===== config.mk =====
export PLATFORM = sky130hd
export DESIGN_NAME = steer_delay_line
export DESIGN_NICKNAME = d
export VERILOG_FILES = /design/src/rtl/steer_delay_line.sv
export SDC_FILE = /design/constraint.sdc
export NUM_CORES = 1
export LEC_CHECK = 0
export BUFFER_PORTS_ARGS = -buffer_cell sky130_fd_sc_hd__buf_2
export CAP_MARGIN = 20
export CORE_ASPECT_RATIO = 0.7
export CORE_MARGIN = 2
export CORE_UTILIZATION = 45
export CTS_BUF_LIST = sky130_fd_sc_hd__clkbuf_4 sky130_fd_sc_hd__clkbuf_8
export CTS_CLUSTER_DIAMETER = 80
export DETAILED_ROUTE_END_ITERATION = 6
export MAX_ROUTING_LAYER = met4
export PLACE_DENSITY = 0.61
export SLEW_MARGIN = 10
export SYNTH_ARGS = -nofsm -noshare
export SYNTH_HDL_FRONTEND = slang
export SYNTH_SLANG_ARGS = --single-unit
export TNS_END_PERCENT = 5

===== constraint.sdc =====
create_clock -name ISYSCLK -period 3 [get_ports ISYSCLK]
set_clock_uncertainty 0.2 [all_clocks]
set_input_delay 0.3 -clock ISYSCLK [delete_from_list [all_inputs] [get_ports ISYSCLK]]
set_output_delay 0.3 -clock ISYSCLK [all_outputs]
set_load 0.005 [all_outputs]

===== src/rtl/steer_delay_line.sv =====
// -----------------------------------------------------------------------------
// steer_delay_line
//
// Ping-steered delay line. An accepted ping injects a single '1' into a
// DEPTH-stage shift register that advances once per prescaler tick. Each of
// the CHANS output channels fires a one-cycle pulse when the '1' passes its
// programmable tap. Taps are loaded via a serial shadow register, validated
// at commit time, parked in a pending register and copied to the active taps
// only while the block is idle.
//
// Ports:
//   ISYSCLK  in  1      system clock
//   RSTALLD  in  1      synchronous active-high reset
//   REGDATA  in  1      serial configuration data bit
//   REGCLKS  in  1      shift REGDATA into the shadow register this cycle
//   REGLTCH  in  1      commit the shadow frame (wins over REGCLKS)
//   DIVSETV  in  DIVW   tick period minus one
//   PINGREQ  in  1      ping launch request (honoured only when idle)
//   PINGACK  out 1      one-cycle request accept
//   BUSYOUT  out 1      ping in flight
//   CHANOUT  out CHANS  one-cycle per-channel fire pulses
//   CFGERRS  out 1      sticky bad-commit flag
// -----------------------------------------------------------------------------
module steer_delay_line #(
  parameter int DEPTH = 32,
  parameter int CHANS = 4,
  parameter int TAPW  = 5,
  parameter int DIVW  = 8
) (
  input  logic             ISYSCLK,
  input  logic             RSTALLD,
  input  logic             REGDATA,
  input  logic             REGCLKS,
  input  logic             REGLTCH,
  input  logic [DIVW-1:0]  DIVSETV,
  input  logic             PINGREQ,
  output logic             PINGACK,
  output logic             BUSYOUT,
  output logic [CHANS-1:0] CHANOUT,
  output logic             CFGERRS
);

  localparam int NBITS = CHANS * TAPW;
  // Counter saturates one past a full frame so over-long frames stay invalid.
  localparam int CNTW  = $clog2(NBITS + 2);

  localparam logic [1:0] ST_IDLE   = 2'd0;
  localparam logic [1:0] ST_LAUNCH = 2'd1;
  localparam logic [1:0] ST_FLIGHT = 2'd2;

  // Reset tap image: channel c taps stage (c mod DEPTH).
  function automatic logic [NBITS-1:0] default_taps();
    logic [NBITS-1:0] v;
    v = '0;
    for (int c = 0; c < CHANS; c++) begin
      v[c*TAPW +: TAPW] = TAPW'(c % DEPTH);
    end
    return v;
  endfunction

  // A frame is usable only if every tap field addresses an existing stage.
  function automatic logic fields_ok(input logic [NBITS-1:0] v);
    logic ok;
    ok = 1'b1;
    for (int c = 0; c < CHANS; c++) begin
      if (32'(v[c*TAPW +: TAPW]) >= 32'(DEPTH)) begin
        ok = 1'b0;
      end else begin
        ok = ok;
      end
    end
    return ok;
  endfunction

  logic [1:0]       state_q,    state_d;
  logic [DIVW-1:0]  presc_q,    presc_d;
  logic [TAPW-1:0]  flt_q,      flt_d;
  logic [DEPTH-1:0] sr_q,       sr_d;
  logic [NBITS-1:0] shadow_q,   shadow_d;
  logic [CNTW-1:0]  bitcnt_q,   bitcnt_d;
  logic [NBITS-1:0] pend_q,     pend_d;
  logic             pend_vld_q, pend_vld_d;
  logic [NBITS-1:0] taps_q,     taps_d;
  logic             ack_q,      ack_d;
  logic             busy_q,     busy_d;
  logic [CHANS-1:0] chan_q,     chan_d;
  logic             err_q,      err_d;

  logic             tick;
  logic [DEPTH-1:0] sr_shift;

  // Prescaler tick and the shifted delay-line image used on a tick.
  always_comb begin
    tick     = (state_q != ST_IDLE) && (presc_q == DIVSETV);
    sr_shift = {sr_q[DEPTH-2:0], (state_q == ST_LAUNCH)};
  end

  // Ping FSM, prescaler, flight counter, delay line and channel pulses.
  always_comb begin
    state_d = state_q;
    presc_d = presc_q;
    flt_d   = flt_q;
    sr_d    = sr_q;
    ack_d   = 1'b0;
    chan_d  = '0;

    case (state_q)
      ST_IDLE: begin
        presc_d = '0;
        flt_d   = '0;
        if (PINGREQ) begin
          state_d = ST_LAUNCH;
          ack_d   = 1'b1;
        end else begin
          state_d = ST_IDLE;
        end
      end
      ST_LAUNCH: begin
        if (tick) begin
          state_d = ST_FLIGHT;
          sr_d    = sr_shift;
        end else begin
          state_d = ST_LAUNCH;
        end
      end
      ST_FLIGHT: begin
        if (tick) begin
          // LAUNCH already spent one tick, so DEPTH-1 more finish the flight.
          if (flt_q == TAPW'(DEPTH - 2)) begin
            state_d = ST_IDLE;
            flt_d   = '0;
            sr_d    = '0;
          end else begin
            flt_d = flt_q + TAPW'(1);
            sr_d  = sr_shift;
          end
        end else begin
          state_d = ST_FLIGHT;
        end
      end
      default: begin
        state_d = ST_IDLE;
        presc_d = '0;
        flt_d   = '0;
        sr_d    = '0;
      end
    endcase

    if (state_q != ST_IDLE) begin
      // An out-of-reach DIVSETV lets the count roll over naturally.
      if (tick) begin
        presc_d = '0;
      end else begin
        presc_d = presc_q + DIVW'(1);
      end
    end else begin
      presc_d = '0;
    end

    // Pulses see the post-shift line even on the final tick that clears sr.
    for (int c = 0; c < CHANS; c++) begin
      chan_d[c] = tick & sr_shift[taps_q[c*TAPW +: TAPW]];
    end

    busy_d = (state_d != ST_IDLE);
  end

  // Serial shadow loader, commit validation and pending-to-active tap copy.
  always_comb begin
    shadow_d   = shadow_q;
    bitcnt_d   = bitcnt_q;
    pend_d     = pend_q;
    pend_vld_d = pend_vld_q;
    err_d      = err_q;
    taps_d     = taps_q;

    // Copy only on an idle edge that does not launch, so a ping never sees
    // its taps change after acceptance.
    if ((state_q == ST_IDLE) && !PINGREQ && pend_vld_q) begin
      taps_d     = pend_q;
      pend_vld_d = 1'b0;
    end else begin
      taps_d = taps_q;
    end

    if (REGLTCH) begin
      bitcnt_d = '0;
      if ((bitcnt_q == CNTW'(NBITS)) && fields_ok(shadow_q)) begin
        pend_d     = shadow_q;
        pend_vld_d = 1'b1;
        err_d      = 1'b0;
      end else begin
        err_d = 1'b1;
      end
    end else if (REGCLKS) begin
      shadow_d = {shadow_q[NBITS-2:0], REGDATA};
      if (bitcnt_q != CNTW'(NBITS + 1)) begin
        bitcnt_d = bitcnt_q + CNTW'(1);
      end else begin
        bitcnt_d = bitcnt_q;
      end
    end else begin
      shadow_d = shadow_q;
    end
  end

  // State registers with synchronous reset.
  always_ff @(posedge ISYSCLK) begin
    if (RSTALLD) begin
      state_q    <= ST_IDLE;
      presc_q    <= '0;
      flt_q      <= '0;
      sr_q       <= '0;
      shadow_q   <= '0;
      bitcnt_q   <= '0;
      pend_q     <= '0;
      pend_vld_q <= 1'b0;
      taps_q     <= default_taps();
      ack_q      <= 1'b0;
      busy_q     <= 1'b0;
      chan_q     <= '0;
      err_q      <= 1'b0;
    end else begin
      state_q    <= state_d;
      presc_q    <= presc_d;
      flt_q      <= flt_d;
      sr_q       <= sr_d;
      shadow_q   <= shadow_d;
      bitcnt_q   <= bitcnt_d;
      pend_q     <= pend_d;
      pend_vld_q <= pend_vld_d;
      taps_q     <= taps_d;
      ack_q      <= ack_d;
      busy_q     <= busy_d;
      chan_q     <= chan_d;
      err_q      <= err_d;
    end
  end

  assign PINGACK = ack_q;
  assign BUSYOUT = busy_q;
  assign CHANOUT = chan_q;
  assign CFGERRS = err_q;

endmodule


==> out/summary.txt, run 1 <==
status -> complete, no violations
largest net degree at the start of global routing -> 70
ANT cells -> 0
crit path cell chain -> inv_1, ha_1, nor2_1, a32o_2, buf_4, nand3_1, o21ai_0
row cnt -> 34
FF+latch count, synth -> 119
PD cells -> 519 mW/mm²
RSZ-0062 raised after global routing -> no
Area Growth Syn to Fin -> 10.3%
CP startpoint kind -> flop
Worst Path Required -> 3.15 ns
Worst R2R Path Depth -> 7
Leakage -> 2.15 nW
Nets -> 669
# H-tree levels -> 4
Endpoint, Worst Hold -> bitcnt_q[4]
WL per Instance -> 15.1 µm
sequential power share -> 49.2%
Worst Max-Slew Pin Slew -> 0.920 ns
PortBufs -> 20
DRC viols -> 0
combinational power share -> 4.0%
CP max stage delay -> 0.52 ns
filler cell count in the final layout -> 1,177
setup slack, reg-to-reg -> 0.60 ns
syn nets -> 668
Final Max Tran Viols -> 0
Switching Share -> 23.2%
CTS tree -> yes
register area share after synthesis -> 42.1%
largest fanout on the critical path -> 27
Hold Path Origin -> REGCLKS
clk slew on worst S/H paths -> 0.07 ns
Int Power -> 0.00249 W
share of cells above drive strength 1 -> 14.6%
total I/O pin count -> 21
Yosys cell types -> 47
max_slew headroom -> 38.7%
chip width -> 138 µm
reported net switching power -> 0.000751 W
syn_area_per_cell -> 8.79 µm²
clk root buf -> clkbuf_8
clk buf depth -> 2
Post-Syn Instances -> 643
Crit-path slowest cell -> a32o_2
# Max-Cap Violations -> 0
Die Area -> 0.0135 mm²
Post-DP HPWL -> 8.44 mm
Post-synth EDFFs -> 0
worst setup path class -> flop to flop
routed vias -> 4,512
commonest non-fill, non-tap cell in the layout -> nand2_1
Syn. warnings -> 0
antenna violations before repair -> 0
fin crit period -> 2.40 ns
total CTS buffers -> 17
Tot Pwr -> 0.00324 W
Tcrit/Tclk final -> 80.0%
synthesized area -> 0.00565 mm²
fraction of registers with async set/reset -> 0%
Setup-failing EPs final -> 0
crit end category -> flop
Sink Count -> 119
vias in the first global route -> 4,201
DRT antenna net count -> 0
setup_tns -> 0 ns
commonest non-fill, non-tap cells in the layout -> 158 x nand2_1, 119 x dfxtp_1, 62 x a21oi_1
clock power share -> 46.7%
CP Data Arrival Time -> 2.55 ns
f_max -> 0.417 GHz
final hold vios -> 0
Crit path max-delay family -> compound AO/OA/AOI/OAI gates
Hold Crit Depth -> 4
Max IR drop VDD -> 0.000238 V
FF/Latch Area -> 0.00238 mm²
GRT Util Overall -> 20.2%
CORE AREA -> 0.0123 mm²
clk_lat worst skew -> 0.43 ns
via-per-instance ratio -> 5.51
DR iter-0 viols -> 336
worst reg2reg path endpoint -> sr_q[9]
CTS resizes -> 0
first-pass GRT wire length -> 21.0 mm
Hold Crit Class -> primary input to flop
origin of the critical flop-to-flop path -> state_q[0]
1st-pass router iterations -> 5
Multi-input gate area -> 0.00300 mm²
Initial Util -> 45.8%
ys flop type -> dfxtp_1
Chip Height -> 97.8 µm
RePlAce Congestion -> 0.920
total grt overflow -> 0
final WL -> 12.4 mm
Buf/Inv on CP -> 2
[power by group through the flow]
stage          registers [W]  clock network (W)  logic (W)
6_report             0.00159            0.00151   0.000131
5_1_grt              0.00160            0.00162   0.000148
4_1_cts              0.00159            0.00154   0.000131
3_5_place_dp         0.00163                  0   0.000126
3_3_place_gp         0.00163                  0   0.000124
2_1_floorplan        0.00163                  0  0.0000952
[layout make-up]
type                    count  share of cell area [%]
flip-flops and latches    119                    38.2
repair buffers             30                    2.97
multi-input cells         462                    48.1
clock inverters            12                    2.45
clock buffers              20                    4.21
well taps                 162                    3.25
inverters                  14                   0.843
[registers in the layout, indices dropped and copies added, names as in the netlist]
| signal | count |
|---|---|
| sr_q | 31 |
| pend_vld_q | 1 |
| shadow_q | 20 |
| state_q | 2 |
| pend_q | 20 |
| BUSYOUT | 1 |
| taps_q | 20 |
| bitcnt_q | 5 |
| flt_q | 5 |
| presc_q | 8 |
| CHANOUT | 4 |
| PINGACK | 1 |
| CFGERRS | 1 |
[layer usage]
layer | wire (µm) | vias up | global-route usage [%]
met5 | 0 | - | -
met4 | 110 | 0 | 5.57
met2 | 5420 | 126 | 27.6
li1 | - | 2250 | -
met3 | 858 | 13 | 5.76
met1 | 5980 | 2123 | 29.2
[worst register-to-register path, stage by stage (launching register included)]
cell,delay [ns]
dfxtp_1,0.43
inv_1,0.10
ha_1,0.29
nor2_1,0.21
a32o_2,0.52
buf_4,0.35
nand3_1,0.10
o21ai_0,0.12
[stage by stage]
stage | util [%] | instance area [µm²] | hold WS [ns] | worst slack [ns] | cells
2_1_floorplan | - | 5650 | 0.232 | 0.887 | 643
3_3_place_gp | 46.9 | 5780 | 0.245 | 0.718 | 783
3_5_place_dp | 46.9 | 5780 | 0.248 | 0.626 | 783
4_1_cts | 50.5 | 6240 | 0.101 | 0.600 | 819
5_1_grt | 50.5 | 6240 | 0.128 | 0.328 | 819
6_report | 50.5 | 6240 | 0.111 | 0.600 | 819
[cells by family (layout without fill, tap and decap cells)]
logic type / count (synthesis) / count (layout) / synth area share, %
and+or+nand+nor: 262 / 262 / 20.5
AOI/OAI and AO/OA: 126 / 126 / 13.1
muxes: 45 / 45 / 14.0
DFF: 119 / 119 / 42.1
buffers and inverters: 62 / 76 / 4.94
adders and majority gates: 11 / 11 / 2.43
xor gates and xnor gates: 18 / 18 / 2.79
[cells in the mapped netlist, types with 2 or more instances]
master     instances  area, µm²
xnor2_1            2       17.5
nor2b_1            9       56.3
a21oi_1           62        310
mux4_2            27        608
a311oi_1           3       26.3
buf_6              2       22.5
nand2_1          158        593
o211ai_1           3       22.5
o21ai_0           34        170
nand3_1           42        210
mux2_2             4       45.0
buf_2             12       60.1
a211oi_1           2       15.0
dfxtp_1          119       2380
a221oi_1           3       26.3
o211a_1            2       20.0
inv_1             13       48.8
xor2_1            16        140
clkbuf_2           2       10.0
a2111oi_2          2       30.0
nor3_1            11       55.1
nand3b_1           4       30.0
ha_1              11        138
or3_1              2       12.5
clkbuf_1          30        113
a31oi_1            4       25.0
and3_1             4       25.0
nor2_1            18       67.6
nand4_1            4       25.0
nor3b_1            2       15.0
mux2i_1           14        140
a2111oi_0          7       61.3
[how the worst max path moves through the flow]
| stage | startpoint | endpoint | slack, ns | depth (start not counted) |
|---|---|---|---|---|
| floorplan | state_q[1] | CHANOUT[2] | 0.89 | 7 |
| global placement | taps_q[0] | CHANOUT[0] | 0.72 | 4 |
| detailed placement | DIVSETV[6] | sr_q[9] | 0.63 | 7 |
| CTS | state_q[0] | sr_q[29] | 0.60 | 7 |
| global route | state_q[0] | sr_q[29] | 0.33 | 7 |
| finish | state_q[0] | sr_q[9] | 0.60 | 7 |
[repair_timing]
item | in CTS | in global routing
hold buffers | 4 | 0
endpoints found under the hold margin | 12 | 0
setup endpoints to repair | 0 | 0
setup buffers | 0 | 0
No activity file was read; power rests on OpenSTA's default activity.
==> run 2: changes to the inputs <==
PLACE_DENSITY = 0.63   (was 0.61)
clock period = 2 ns   (was 3 ns; I/O delays follow)
==> run 2 against run 1 <==
  * Combinational power is 110% higher
  * Sequential power is 50% higher
  * Count of clock-buffer cells in the layout is 3 higher
  * Clock power is 40% higher
  * Hold slack worse by 0.094 ns
  * Largest power group unchanged
==> out/summary.txt, run 2 (synthesis results as in run 1) <==
total I/O pin count -> 21
commonest non-fill, non-tap cell in the layout -> nand2_1
status -> complete, no violations
# Max-Cap Violations -> 0
clk_lat worst skew -> 0.43 ns
Hold Crit Class -> primary input to flop
combinational power share -> 5.7%
Worst R2R Path Depth -> 5
Post-DP HPWL -> 9.46 mm
Chip Height -> 97.8 µm
commonest non-fill, non-tap cells in the layout -> 158 x nand2_1, 115 x dfxtp_1, 61 x a21oi_1
fin crit period -> 1.95 ns
row cnt -> 34
f_max -> 0.512 GHz
RSZ-0062 raised after global routing -> yes
vias in the first global route -> 4,422
Int Power -> 0.00363 W
sequential power share -> 50.1%
total grt overflow -> 0
Top reg by flops -> sr_q
CTS tree -> yes
first-pass GRT wire length -> 22.4 mm
met2 Use GR -> 30.4%
Tot Pwr -> 0.00477 W
Area Growth Syn to Fin -> 18.8%
final WL -> 14.0 mm
WL per Instance -> 16.2 µm
worst setup path class -> flop to flop
Initial Util -> 45.8%
CORE AREA -> 0.0123 mm²
share of cells above drive strength 1 -> 22.2%
Endpoint, Worst Hold -> bitcnt_q[4]
Tcrit/Tclk final -> 97.6%
DR iter-0 viols -> 370
Sink Count -> 119
clk root buf -> clkbuf_8
clock power share -> 44.2%
Nets -> 711
post-layout util -> 54.4%
Post-Place Cells -> 819
Worst Max-Slew Pin Slew -> 0.428 ns
design area -> 0.00671 mm²
Setup-failing EPs final -> 0
Die Area -> 0.0135 mm²
Worst Path Required -> 2.17 ns
filler cell count in the final layout -> 1,127
routed vias -> 4,875
grt met1 use -> 31.0%
Hold Path Origin -> REGCLKS
final hold vios -> 0
busiest grt layer -> met1
PortBufs -> 20
Final Max Tran Viols -> 0
PD cells -> 710 mW/mm²
crit end category -> flop
max_slew headroom -> 70.7%
Hold Crit Depth -> 4
chip width -> 138 µm
max FFs per register -> 31
1st-pass router iterations -> 5
placed inst area -> 0.00611 mm²
Finished Layout Cells -> 859
Max IR drop VDD -> 0.000391 V
setup slack, reg-to-reg -> 0.05 ns
antenna violations before repair -> 0
RePlAce Congestion -> 0.929
largest net degree at the start of global routing -> 75
total CTS buffers -> 17
origin of the critical flop-to-flop path -> presc_q[5]
reported net switching power -> 0.00114 W
# H-tree levels -> 4
worst reg2reg path endpoint -> flt_q[1]
DRC viols -> 0
Switching Share -> 23.8%
clk buf depth -> 2
clk slew on worst S/H paths -> 0.07 ns
largest fanout on the critical path -> 6
Leakage -> 2.38 nW
ANT cells -> 0
via-per-instance ratio -> 5.68
met3 Use GR -> 6.07%
DRT antenna net count -> 0
CP Data Arrival Time -> 2.12 ns
CP startpoint kind -> flop
GRT Util Overall -> 21.8%
run 2: cell types whose count changed in the layout (fill, tap and decap cells not counted), sizes merged:
| cell | previous run | this run |
|---|---|---|
| buf | 26 | 65 |
| clkbuf | 20 | 25 |
| bufinv | 3 | 1 |
| clkinv | 6 | 3 |
| and3 | 5 | 6 |
run 2: routing by layer:
| metal | part of all wire (%) | wire (µm) |
|---|---|---|
| met1 | 47 | 6510 |
| met2 | 44 | 6090 |
| met3 | 8.9 | 1250 |
| met4 | 0.79 | 110 |
| met5 | 0 | 0 |
run 2: layout make-up:
cell class	count	area (µm²)	share of cell area [%]
Clock buffer	23	310	4.62
Clock inverter	7	70.1	1.04
Inverter	14	52.6	0.783
Multi-Input combinational cell	463	3080	45.9
Sequential cell	119	2390	35.6
Tap cell	162	203	3.02
Timing Repair Buffer	71	607	9.04
run 2: worst max-delay path by stage:
stage | slack (ns) | endpoint | start | cells past startpoint
floorplan | 0.02 | CHANOUT[2] | state_q[1] | 7
global placement | 0.05 | CHANOUT[0] | taps_q[0] | 4
detailed placement | -0.02 | CHANOUT[2] | presc_q[6] | 5
finish | 0.05 | flt_q[1] | presc_q[5] | 5
CTS | -0.02 | flt_q[1] | presc_q[6] | 5
global route | -0.01 | sr_q[4] | state_q[0] | 8
run 2: worst max-delay path, cell delays in order (launching register included):
cell and delay (ns):
dfxtp_1 0.32, xor2_1 0.18, nor4_4 0.38, a41oi_2 0.26
or3_4 0.44, a21oi_2 0.11
run 2: power by group through the flow:
stage	combinational (W)	sequential, W	clock [W]
4_1_cts	0.000219	0.00239	0.00215
6_report	0.000272	0.00239	0.00211
3_5_place_dp	0.000213	0.00244	0
2_1_floorplan	0.000143	0.00244	0
5_1_grt	0.000299	0.00239	0.00226
3_3_place_gp	0.000208	0.00244	0
run 2: stage by stage:
stage | setup TNS [ns] | hold WS (ns) | worst slack, ns
CTS | -0.0248 | 0.00409 | -0.0248
floorplan | 0 | 0.136 | 0.0186
finish | 0 | 0.0178 | 0.0483
detailed placement | -0.0202 | 0.247 | -0.0202
global route | -0.0739 | 0.0156 | -0.0139
global placement | 0 | 0.246 | 0.0517
run 2: timing repair:
item	4_1_cts	5_1_grt
cloned	0	3
hold buffers	4	0
setup buffers	0	3
hold endpoints to repair	10	0
gates resized for setup	1	25
endpoints found under the setup margin	9	52
pin swaps	0	8
==> run 3: changes to the inputs <==
PLACE_DENSITY = 0.61   (was 0.63)
clock period = 1.9 ns   (was 2 ns; I/O delays follow)
==> run 3 against run 2 <==
  * The run now ends with negative setup slack left
  * Combinational power decreased by 2%
  * Largest power group is now the clock network
  * Critical path depth unchanged
  * Fmax increased by 1.1%
  * Critical path type unchanged
  * Power increased by 13%
  * Largest cell class unchanged
==> out/summary.txt, run 3 (synthesis results as in run 1) <==
status -> complete, but fails checks
failing checks -> negative setup slack
Max IR drop VDD -> 0.000454 V
DR iter-0 viols -> 428
clk_lat worst skew -> 0.43 ns
final WL -> 14.4 mm
design area -> 0.00692 mm²
crit path cell chain -> buf_12, mux4_2, mux4_2, nor2b_1, nor4_1
clock power share -> 48.6%
Hold Crit Class -> primary input to flop
crit end category -> flop
Worst Path Required -> 2.01 ns
fin crit period -> 1.93 ns
via-per-instance ratio -> 5.60
clk buf depth -> 2
Sink Count -> 119
GRT Util Overall -> 23.2%
critical path launch point -> taps_q[10]
CP startpoint kind -> flop
clk root buf -> clkbuf_8
routed vias -> 4,928
worst setup path class -> flop to flop
ANT cells -> 0
met2 Use GR -> 33.6%
Tot Pwr -> 0.00541 W
total I/O pin count -> 21
Hold Path Origin -> DIVSETV[2]
final hold vios -> 0
met3 Use GR -> 5.71%
total grt overflow -> 0
reported net switching power -> 0.00117 W
Crit-path slowest cell -> mux4_2
DRT antenna net count -> 0
Worst Max-Slew Pin Slew -> 0.484 ns
Top reg by flops -> sr_q
PD cells -> 782 mW/mm²
Post-DP HPWL -> 10.1 mm
CP max stage delay -> 0.50 ns
Chip Height -> 97.8 µm
CP Data Arrival Time -> 2.04 ns
total CTS buffers -> 17
sequential power share -> 46.5%
vias in the first global route -> 4,585
Int Power -> 0.00423 W
dpl ws -> -0.0832 ns
row cnt -> 34
commonest non-fill, non-tap cell in the layout -> nand2_1
RSZ-0062 raised after global routing -> yes
clk slew on worst S/H paths -> 0.07 ns
combinational power share -> 4.9%
WL per Instance -> 16.4 µm
grt met1 use -> 32.9%
CORE AREA -> 0.0123 mm²
share of cells above drive strength 1 -> 25.1%
Initial Util -> 45.8%
busiest grt layer -> met2
# H-tree levels -> 4
origin of the critical flop-to-flop path -> taps_q[10]
setup slack, reg-to-reg -> -0.03 ns
first-pass GRT wire length -> 23.4 mm
max FFs per register -> 31
largest fanout on the critical path -> 7
Area Growth Syn to Fin -> 22.4%
Tcrit/Tclk final -> 102%
antenna violations before repair -> 0
placed inst area -> 0.00628 mm²
Final Max Tran Viols -> 0
RePlAce Congestion -> 0.872
Die Area -> 0.0135 mm²
PortBufs -> 20
f_max -> 0.518 GHz
# Max-Cap Violations -> 0
DRC viols -> 0
max_slew headroom -> 66.9%
Setup-failing EPs final -> 1
worst setup margin -> -0.0310 ns
CTS tree -> yes
Nets -> 731
Leakage -> 2.53 nW
commonest non-fill, non-tap cells in the layout -> 158 x nand2_1, 107 x dfxtp_1, 62 x a21oi_1
Switching Share -> 21.7%
CP most frequent cell -> mux4_2
1st-pass router iterations -> 5
largest net degree at the start of global routing -> 71
chip width -> 138 µm
[run 3: path summary, 6_finish.rpt]
path / end / cells after the start
max: CHANOUT[2] / 5
min: flt_q[1] / 6
max reg2reg: CHANOUT[2] / 5
min reg2reg: taps_q[12] / 2
[run 3: layout make-up]
cell class | instances | area (µm²)
clock buffer | 24 | 318
clock inverter | 7 | 140
inverter | 14 | 52.6
multi-input combinational | 462 | 3060
sequential | 119 | 2400
fill | 1089 | 5420
timing repair buffer | 92 | 741
tap | 162 | 203
[run 3: stage by stage]
step / setup TNS [ns] / hold WS, ns / std cells / util, %
4_1_cts: -0.203 / 0.223 / 879 / 55.7
6_report: -0.0310 / 0.251 / 880 / 56.1
5_1_grt: -0.916 / 0.271 / 880 / 56.1
3_5_place_dp: -1.11 / 0.243 / 840 / 50.9
3_3_place_gp: -0.179 / 0.233 / 840 / 50.9
2_1_floorplan: -0.651 / 0.126 / 643 / -
[run 3: layer usage]
layer	share of wire, %	routed length [µm]	up-vias
li1	-	-	2379
met1	47	6740	2356
met2	45	6510	176
met3	7.2	1040	17
met4	0.84	121	0
met5	0	0	-
[run 3: power groups by stage]
stage          Sequential (W)  Combinational, W  Clock, W
2_1_floorplan         0.00257          0.000151         0
3_3_place_gp          0.00257          0.000225         0
3_5_place_dp          0.00257          0.000229         0
4_1_cts               0.00252          0.000261   0.00268
5_1_grt               0.00252          0.000288   0.00279
6_report              0.00252          0.000266   0.00262
[run 3: worst max-delay path, delay by kind of cell, from the launching register on]
kind / cells / cell delay, ns
multiplexers: 2 / 0.96
flip-flops: 1 / 0.36
AND/OR/NAND/NOR: 2 / 0.17
buffers and inverters: 1 / 0.13
[run 3: what timing repair did]
item / in CTS / in global routing
hold buffers: 5 / 0
endpoints found under the setup margin: 46 / 67
pin swaps: 3 / 7
gates cloned: 1 / 0
hold endpoints to repair: 11 / 0
resized for setup: 15 / 26
buffers inserted: 2 / 1
